`config.mk`:
```
export PLATFORM = sky130hd
export DESIGN_NAME = grey_frame_seq
export DESIGN_NICKNAME = d
export VERILOG_FILES = /design/src/rtl/grey_pkg.sv /design/src/rtl/grey_px_conv.sv /design/src/rtl/grey_frame_seq.sv
export SDC_FILE = /design/constraint.sdc
export NUM_CORES = 1
export LEC_CHECK = 0
export CORE_ASPECT_RATIO = 0.6
export CORE_MARGIN = 10
export CORE_UTILIZATION = 52
export CTS_CLUSTER_DIAMETER = 100
export CTS_CLUSTER_SIZE = 30
export DETAILED_ROUTE_END_ITERATION = 16
export GPL_TIMING_DRIVEN = 0
export HOLD_SLACK_MARGIN = 0.05
export PLACE_DENSITY = 0.75
export SYNTH_ARGS = -nofsm -noshare
export SYNTH_HDL_FRONTEND = slang
export SYNTH_SLANG_ARGS = --single-unit
```
`constraint.sdc`:
```
create_clock -name clk_100mhz -period 2.55 [get_ports clk_100mhz]
set_input_delay 0.3825 -clock clk_100mhz [delete_from_list [all_inputs] [get_ports clk_100mhz]]
set_output_delay 0.3825 -clock clk_100mhz [all_outputs]
set_load 0.03 [all_outputs]
```
`src/rtl/grey_pkg.sv`:
```
// Shared types and widths for the greyscale frame sequencer.
// GREY_WEIGHTED_EN selects weighted arithmetic in grey_px_conv.
package grey_pkg;

    localparam int unsigned CH_W      = 4;
    localparam int unsigned PIX_W     = 12;
    localparam int unsigned GREY_W    = 8;
    localparam int unsigned DEF_IMG_W = 128;
    localparam int unsigned DEF_IMG_H = 128;

    typedef enum logic [1:0] {
        IDLE   = 2'd0,
        ISSUE  = 2'd1,
        DRAIN  = 2'd2,
        FINISH = 2'd3
    } state_t;

endpackage

```
`src/rtl/grey_px_conv.sv`:
```
// Combinational 12-bit RGB444 to 8-bit grey conversion.
// GREY_WEIGHTED_EN defined: (r + 2g + b) << 2, otherwise (r + g + b) << 2.
module grey_px_conv
    import grey_pkg::*;
(
    input  logic [PIX_W-1:0]  i_pix,
    output logic [GREY_W-1:0] o_grey
);

    // 6 bits holds the worst-case weighted sum of 60 without overflow.
    localparam int unsigned SUM_W = 6;

    logic [SUM_W-1:0] w_r;
    logic [SUM_W-1:0] w_g;
    logic [SUM_W-1:0] w_b;
    logic [SUM_W-1:0] w_sum;

    assign w_r = SUM_W'(i_pix[3*CH_W-1:2*CH_W]);
    assign w_g = SUM_W'(i_pix[2*CH_W-1:CH_W]);
    assign w_b = SUM_W'(i_pix[CH_W-1:0]);

`ifdef GREY_WEIGHTED_EN
    assign w_sum = w_r + (w_g << 1) + w_b;
`else
    assign w_sum = w_r + w_g + w_b;
`endif

    assign o_grey = {w_sum, 2'b00};

endmodule

```
`src/rtl/grey_frame_seq.sv`:
```
// Frame sequencer: streams every source pixel through grey_px_conv into the destination memory.
// Arithmetic variant is chosen by GREY_WEIGHTED_EN (see grey_px_conv).
module grey_frame_seq
    import grey_pkg::*;
#(
    parameter  int unsigned IMG_W  = DEF_IMG_W,
    parameter  int unsigned IMG_H  = DEF_IMG_H,
    parameter  int unsigned RD_LAT = 2,
    localparam int unsigned NPIX   = IMG_W * IMG_H,
    localparam int unsigned ADDR_W = $clog2(NPIX)
) (
    input  logic              clk_100mhz,
    input  logic              sys_rst_n,
    input  logic              start,
    output logic              busy,
    output logic              done,
    output logic [ADDR_W-1:0] rd_addr,
    input  logic [PIX_W-1:0]  rd_data,
    output logic [ADDR_W-1:0] wr_addr,
    output logic [GREY_W-1:0] wr_data,
    output logic              wr_en
);

    localparam logic [ADDR_W-1:0] LAST_ADDR = ADDR_W'(NPIX - 1);

    state_t            r_state;
    logic [RD_LAT-1:0] r_vld;
    logic [ADDR_W-1:0] r_apipe [RD_LAT];
    logic [PIX_W-1:0]  r_pix;
    logic [GREY_W-1:0] w_grey;

    grey_px_conv u_conv (
        .i_pix  (r_pix),
        .o_grey (w_grey)
    );

    // Read-return pipeline: r_pix is captured on the same edge its tag reaches r_vld[RD_LAT-1].
    always_ff @(posedge clk_100mhz or negedge sys_rst_n) begin
        if (!sys_rst_n) begin
            r_vld   <= '0;
            r_pix   <= '0;
            wr_en   <= 1'b0;
            wr_addr <= '0;
            wr_data <= '0;
            for (int unsigned i = 0; i < RD_LAT; i++) begin
                r_apipe[i] <= '0;
            end
        end else begin
            r_vld      <= (r_vld << 1) | RD_LAT'(r_state == ISSUE);
            r_apipe[0] <= rd_addr;
            for (int unsigned i = 1; i < RD_LAT; i++) begin
                r_apipe[i] <= r_apipe[i-1];
            end
            r_pix <= rd_data;
            wr_en <= r_vld[RD_LAT-1];
            if (r_vld[RD_LAT-1]) begin
                wr_addr <= r_apipe[RD_LAT-1];
                wr_data <= w_grey;
            end
        end
    end

    // Frame control FSM; rd_addr holds its last value outside ISSUE.
    always_ff @(posedge clk_100mhz or negedge sys_rst_n) begin
        if (!sys_rst_n) begin
            r_state <= IDLE;
            rd_addr <= '0;
            busy    <= 1'b0;
            done    <= 1'b0;
        end else begin
            done <= 1'b0;
            case (r_state)
                IDLE: begin
                    if (start) begin
                        r_state <= ISSUE;
                        rd_addr <= '0;
                        busy    <= 1'b1;
                    end
                end
                ISSUE: begin
                    if (rd_addr == LAST_ADDR) begin
                        r_state <= DRAIN;
                    end else begin
                        rd_addr <= rd_addr + ADDR_W'(1);
                    end
                end
                DRAIN: begin
                    // Pipeline empty while the final write strobe is out.
                    if ((r_vld == '0) && wr_en) begin
                        r_state <= FINISH;
                        done    <= 1'b1;
                        busy    <= 1'b0;
                    end
                end
                FINISH: begin
                    r_state <= IDLE;
                end
                default: begin
                    r_state <= IDLE;
                end
            endcase
        end
    end

endmodule
```
==> summary.txt <==
Timing
  – Max Clock Freq: slightly above 400 MHz
  – Count of pins over their slew limit: 0
  – Hold Fails Final Rpt: 0
  – Slew headroom: 62.7%
  – Final setup violation count: 0
  – RSZ-0062 raised after global routing: no
  – Slew @ Worst Pin: 0.560 ns
  – Fin Hold WS: ~0.35 ns
  – Fin crit period: roughly 2.4 ns
  – Layout Skew: roughly 0.008 ns
  – Period utilization: about 95%

Finish
  – Layout area overhead: 26.9%
  – Fillers: roughly 470
  – Area occupied by multi-input gates: ~1100 um2
  – Net count, final: between 300 and 400
  – Fin cells: roughly 400
  – # diodes: 0
  – Post-route cell area: between 4000 and 5000 um2
  – Layout cells sized above 1: 15.9%
  – Register area: between 2000 and 2500 um2

Clock tree
  – H-tree levels: 3
  – Clk buf depth: 2
  – CTS tree: yes
  – Worst-path clk slew: 0.08 ns
  – CTS Root Buffer Type: clkbuf_8
  – Clock sink count: between 80 and 90
  – Clk_lat worst skew: 0.35 ns
  – Cts bufs inserted: 9

Placed design
  – Dpl hpwl: roughly 4.7 mm
  – Placed instance count: between 300 and 400
  – Port-buffer cells: 51
  – Routability cong.: 0.946
  – Placed cell area: roughly 3900 um2

Critical path
  – CP Max Fanout: 2
  – Crit path launch type: flop
  – Critical Path RT: between 2 and 3 ns
  – CP arrival: about 2.7 ns
  – CP Capture Type: flop
  – Critical path type: flop to flop

Status
  – Outcome: finished clean

Logic synthesis
  – Mapped Area: ~3200 um2
  – Yosys cell types: 44
  – Yosys top cell area share: approximately 63%
  – Most used flip-flop cell after synthesis: dfrtp_1
  – Most frequent cell after synthesis: dfrtp_1
  – Yosys reg bits: 81
  – Commonest cells post-synth: dfrtp_1 (81), mux2_2 (17), nand2_1 (14), o31ai_1 (14), ha_1 (13)
  – Area leader, netlist: dfrtp_1
  – Post-Syn Instances: roughly 240
  – Syn avg cell area: approximately 13 um2
  – Synth warn: 0
  – Asr flop ratio synth: 100%
  – Area contributors post-synth: dfrtp_1 (63%), mux2_2 (5.9%), ha_1 (5.0%)
  – Post-synth EDFFs: 0
  – Post-synthesis sequential area ratio: approximately 63%

Floorplan
  – Core Rows: 22
  – I/O Pins: 54
  – Die height: ~81 um
  – Core ar.: slightly above 6000 um2
  – Initial Utilization: 53.2%
  – Full die area: approximately 10000 um2
  – Width of the die: roughly 120 um

Global routing
  – Vias in the first global route: between 2,000 and 2,500
  – Gr ovfl total: 0
  – GRT Overall Usage: between 10 and 15%
  – Initial antenna violation count: 0
  – Largest net degree at the start of global routing: between 40 and 50
  – First-pass GRT wire length: approximately 11 mm

Pwr
  – PwrDens: between 600 and 700 nW/um2
  – Maximum VDD drop: 0.000429 V
  – Leakage: roughly 1.8 nW

Route
  – Via density: between 5 and 6
  – Pre-antenna DRT Iters: 4
  – Antenna viol nets, final: 0
  – DRT iter0 DRCs: about 200
  – DRC Markers: 0
  – Via Count: 2,114
  – DRT Wirelength: 6.27 mm
  – Routed len/inst: approximately 16 um

Flow run
  – Max_cap viols: 0

Hold path
  – HP Class: flop to flop
## sequential cells by signal, summed over array words and instances, names as in the netlist
signal and count:
wr_en 1, rd_addr 14, done 1, busy 1, r_apipe 28, r_pix 12
wr_addr 14, r_state 2, wr_data 6, r_vld 2
## power breakdown
part / switching, mW / internal [mW] / total, mW
sequential: 0.0184 / 1.32 / 1.34
clock: 0.423 / 0.481 / 0.905
combinational: 0.149 / 0.128 / 0.277
total: 0.591 / 1.93 / 2.52
## path summary, 6_finish.rpt
check | from | to | slack, ns | cells after the start
min reg2reg | r_apipe[25] | r_apipe[11] | 0.35 | 0
max | r_pix[4] | wr_data[6] | 0.14 | 8
max reg2reg | r_pix[4] | wr_data[6] | 0.14 | 8
min in group asynchronous | sys_rst_n | wr_addr[9] | 0.53 | 2
max in group asynchronous | sys_rst_n | rd_addr[0] | 1.44 | 3
min | r_apipe[25] | r_apipe[11] | 0.35 | 0
## cells by family (layout without fill, tap and decap cells)
family                   count (synthesis)  after routing  synth area share, %
flip-flops                              81             81                 62.7
AO/OA/AOI/OAI                           54             54                 11.8
AND/OR/NAND/NOR                         52             52                 8.86
buffers and inverters                   19             89                 2.82
multiplexers                            18             18                 6.38
adder cells (fa/ha/maj)                 15             15                 6.27
XOR/XNOR                                 4              4                 1.08
other                                    1              2                0.116
## through the flow
step                setup slack [ns]  power [mW]  setup TNS [ns]  util, %
floorplan                      0.207        1.51               0        -
global placement               -1.61        1.63         -130.17     63.3
detailed placement             0.105        1.64               0     63.8
CTS                           0.0643        2.56               0     67.2
global route                  0.0458        2.65               0     67.5
finish                         0.139        2.52               0     67.5
## metal layers
metal / track usage, % / vias to the layer above / part of all wire [%]
met3: 6.23 / 7 / 10
met2: 20.0 / 74 / 43
met4: 5.33 / 0 / 1.3
li1: - / 1005 / -
met5: 0 / - / 0
met1: 18.4 / 1028 / 46
## final cells by class
type / count / share of cell area (%)
sequential: 81 / 49.4
inverter: 9 / 0.823
clock inverter: 4 / 1.28
timing repair buffer: 54 / 13.5
clock buffer: 12 / 3.54
multi-input combinational: 145 / 27.5
tap: 84 / 2.56
buffer: 10 / 1.43
## worst max-delay path: stages (launching register included)
cell and delay, ns:
dfrtp_1 0.37, ha_1 0.23, fa_1 0.41, xor2_1 0.24
ha_1 0.30, nor2b_1 0.14, o21a_1 0.17, or3_1 0.30
a31oi_1 0.17
## repair_timing
action                                  4_1_cts  5_1_grt
hold buffers                                  1        0
setup buffers                                 0        1
endpoints found under the hold margin        34        0
endpoints found under the setup margin        0       11
resized for setup                             0        5
## layout by cell type, fill, tap and decap left out, types with 4 or more instances in the layout
cell type        synthesis  routed
mux2_2                  17      17
nand3_1                  6       6
o21ai_0                 11      11
a31oi_1                  6       6
a21oi_1                  7       7
inv_1                    9       9
nor2_1                   8       8
dfrtp_1                 81      80
ha_1                    13      12
clkbuf_8                 0      10
buf_4                    3       5
o31ai_1                 14      14
nand2_1                 14      14
clkdlybuf4s50_1          0      50
nand4_1                  4       4
o21a_1                   4       4
clkbuf_1                 5       6
Note: power is estimated with default switching activity, not from simulation.
==> RTL change, RTL diff (same settings) <==
Register the output `wr_addr` once more, with the module's reset; this adds one clock of latency there. The other outputs are not delayed to match.
--- a/src/rtl/grey_frame_seq.sv
+++ b/src/rtl/grey_frame_seq.sv
@@ -23,6 +23,8 @@
 
     localparam logic [ADDR_W-1:0] LAST_ADDR = ADDR_W'(NPIX - 1);
 
+    logic [ADDR_W-1:0] wr_addr_s0;
+
     state_t            r_state;
     logic [RD_LAT-1:0] r_vld;
     logic [ADDR_W-1:0] r_apipe [RD_LAT];
@@ -40,7 +42,7 @@
             r_vld   <= '0;
             r_pix   <= '0;
             wr_en   <= 1'b0;
-            wr_addr <= '0;
+            wr_addr_s0 <= '0;
             wr_data <= '0;
             for (int unsigned i = 0; i < RD_LAT; i++) begin
                 r_apipe[i] <= '0;
@@ -54,7 +56,7 @@
             r_pix <= rd_data;
             wr_en <= r_vld[RD_LAT-1];
             if (r_vld[RD_LAT-1]) begin
-                wr_addr <= r_apipe[RD_LAT-1];
+                wr_addr_s0 <= r_apipe[RD_LAT-1];
                 wr_data <= w_grey;
             end
         end
@@ -102,4 +104,12 @@
         end
     end
 
+    always_ff @(posedge clk_100mhz or negedge sys_rst_n) begin
+        if (!sys_rst_n) begin
+            wr_addr <= '0;
+        end else begin
+            wr_addr <= wr_addr_s0;
+        end
+    end
+
 endmodule
Formal check against the unedited RTL: not equivalent (a bounded check fails within 10 cycles, from zero or initial values and one cycle with sys_rst_n low).
==> RTL change against the original RTL <==
- worst setup slack improved by 99 ps
- sequential cell count rose by 14
- area after synthesis rose by 8.7%
- non-clock buffer count rose by 1
- maximum frequency rose by 4.3%
- final cell count rose by 1.3%
- sequential share of layout area rose by 3.6 points
- routed wire length rose by 8.9%
- cell area rose by 9.2%
- die area rose by 6.9%
- critical path depth fell by 1
- critical path type unchanged
- largest cell class unchanged
Power is not compared: it rests on default switching activity, and its combinational part moved more than twofold at a synthesized area within 25%.
==> RTL change: results (changes against the original RTL) <==
Status
  • Status: completed (unchanged)

CTS
  • Clk pin slew, worst setup/hold paths: 60 ps (was 80 ps)
  • Clock latency on the worst-skew pair: 330 ps (was 350 ps)
  • Clock Tree Root: clkbuf_16 (was clkbuf_8)
  • CTS H-tree depth: 3 (unchanged)

GRT
  • Initial antenna violation count: 0 (unchanged)
  • First-pass GRT wire length: 11300 µm (was 10800 µm)
  • Largest net degree at the start of global routing: 57 (was 48)
  • Overall Global Routing Usage: 13.3% (was 14.0%)

Finish
  • Fin util: 67.7% (was 67.5%)
  • Max reg flops: 28 (unchanged)
  • Layout Nets: 341 (was 340)
  • Finished Layout Cells: 404 (was 399)
  • # fillers: 490 (was 467)
  • Share of cells above drive strength 1: 14.5% (was 15.9%)

Logic synthesis
  • Area contributors post-synth: dfrtp_1 68%, mux2_2 5.4%, ha_1 4.3% (was dfrtp_1 63%, mux2_2 5.9%, ha_1 5.0%)
  • Post-synthesis sequential area ratio: 67.6% (was 62.7%)
  • Post-synth top cells: 95 x dfrtp_1, 17 x mux2_2, 17 x o31ai_1 (was 81 x dfrtp_1, 17 x mux2_2, 14 x nand2_1, 14 x o31ai_1, 13 x ha_1)
  • Mean post-synth cell area: 14.2 µm² (was 13.3 µm²)

Timing
  • Clock skew: 4.47 ps (was 7.82 ps)
  • Worst-margin pin slew: 571 ps (was 560 ps)

Placed design
  • Post-Place Setup Slack: 246 ps (was 105 ps)
  • Area post-placement: 0.00416 mm² (was 0.00388 mm²)
  • Routability-driven placement congestion ratio: 0.850 (was 0.946)
  • DPL Wire Length: 4880 µm (was 4650 µm)
  • Placed insts: 387 (was 381)

Drt
  • 1st-iter DRT viols: 228 (was 203)
  • Vias: 2156 (was 2114)
  • Routed wire per std cell: 16.9 µm (was 15.7 µm)

Critical path
  • Slowest CP cell: fa_1 (unchanged)
  • Worst path max stage delay: 500 ps (was 410 ps)

Run
  • Max Cap Violations: 0 (unchanged)

Pwr
  • Worst ir drop on vdd: between 400 and 500 µV

Min path
  • Min-delay src: r_apipe[14] (was r_apipe[25])
[RTL change: changes by cell type in the layout (fill, tap and decap cells not counted), sizes merged, moves of 3 or more]
cell / delta
dfrtp: +14
nand2: -8
o21a: -4
a21oi: +3
a31oi: -3
nand3: +3
o31ai: +3
or4: +3
[RTL change: worst paths after layout]
check / cells after the start / end / slack (ps)
setup / recovery: 7 / wr_data[6] / 240
hold / removal: 0 / r_apipe[0] / 340
setup reg to reg: 7 / wr_data[6] / 240
hold reg to reg: 0 / r_apipe[0] / 340
max in group asynchronous: 3 / r_apipe[8] / 1350
min in group asynchronous: 2 / r_pix[5] / 570
[RTL change: cells by family after synthesis]
family | Yosys count | share of synthesized area [%]
other | 1 | 0.107
muxes | 18 | 5.77
adders and majority gates | 14 | 5.41
buffers and inverters | 19 | 2.42
and+or+nand+nor | 43 | 7.44
DFF | 95 | 67.6
xor gates and xnor gates | 5 | 1.25
AOI/OAI and AO/OA | 52 | 9.97
[RTL change: layout make-up]
class	instances	share of cell area, %
sequential	95	53.0
multi-input combinational	134	23.6
clock inverter	4	1.17
buffer	12	1.31
clock buffer	12	5.72
inverter	7	0.586
tap	87	2.43
timing repair buffer	53	12.2
[RTL change: layer usage]
metal | part of all wire (%) | wire length [µm] | vias up | global-route usage (%)
li1 | - | - | 1021 | -
met1 | 45 | 3100 | 1067 | 17.6
met2 | 45 | 3080 | 61 | 19.3
met3 | 8.3 | 569 | 7 | 5.71
met4 | 1.0 | 68 | 0 | 4.02
met5 | 0 | 0 | - | 0
[RTL change: timing repair]
item / CTS / global route
resized for setup: 0 / 0
hold endpoints to repair: 39 / 0
hold buffers: 1 / 0
[RTL change: where the power goes]
group	internal, mW	switching, mW
combinational	0.460	0.670
sequential	1.69	0.123
clock	0.817	0.539
total	2.96	1.33
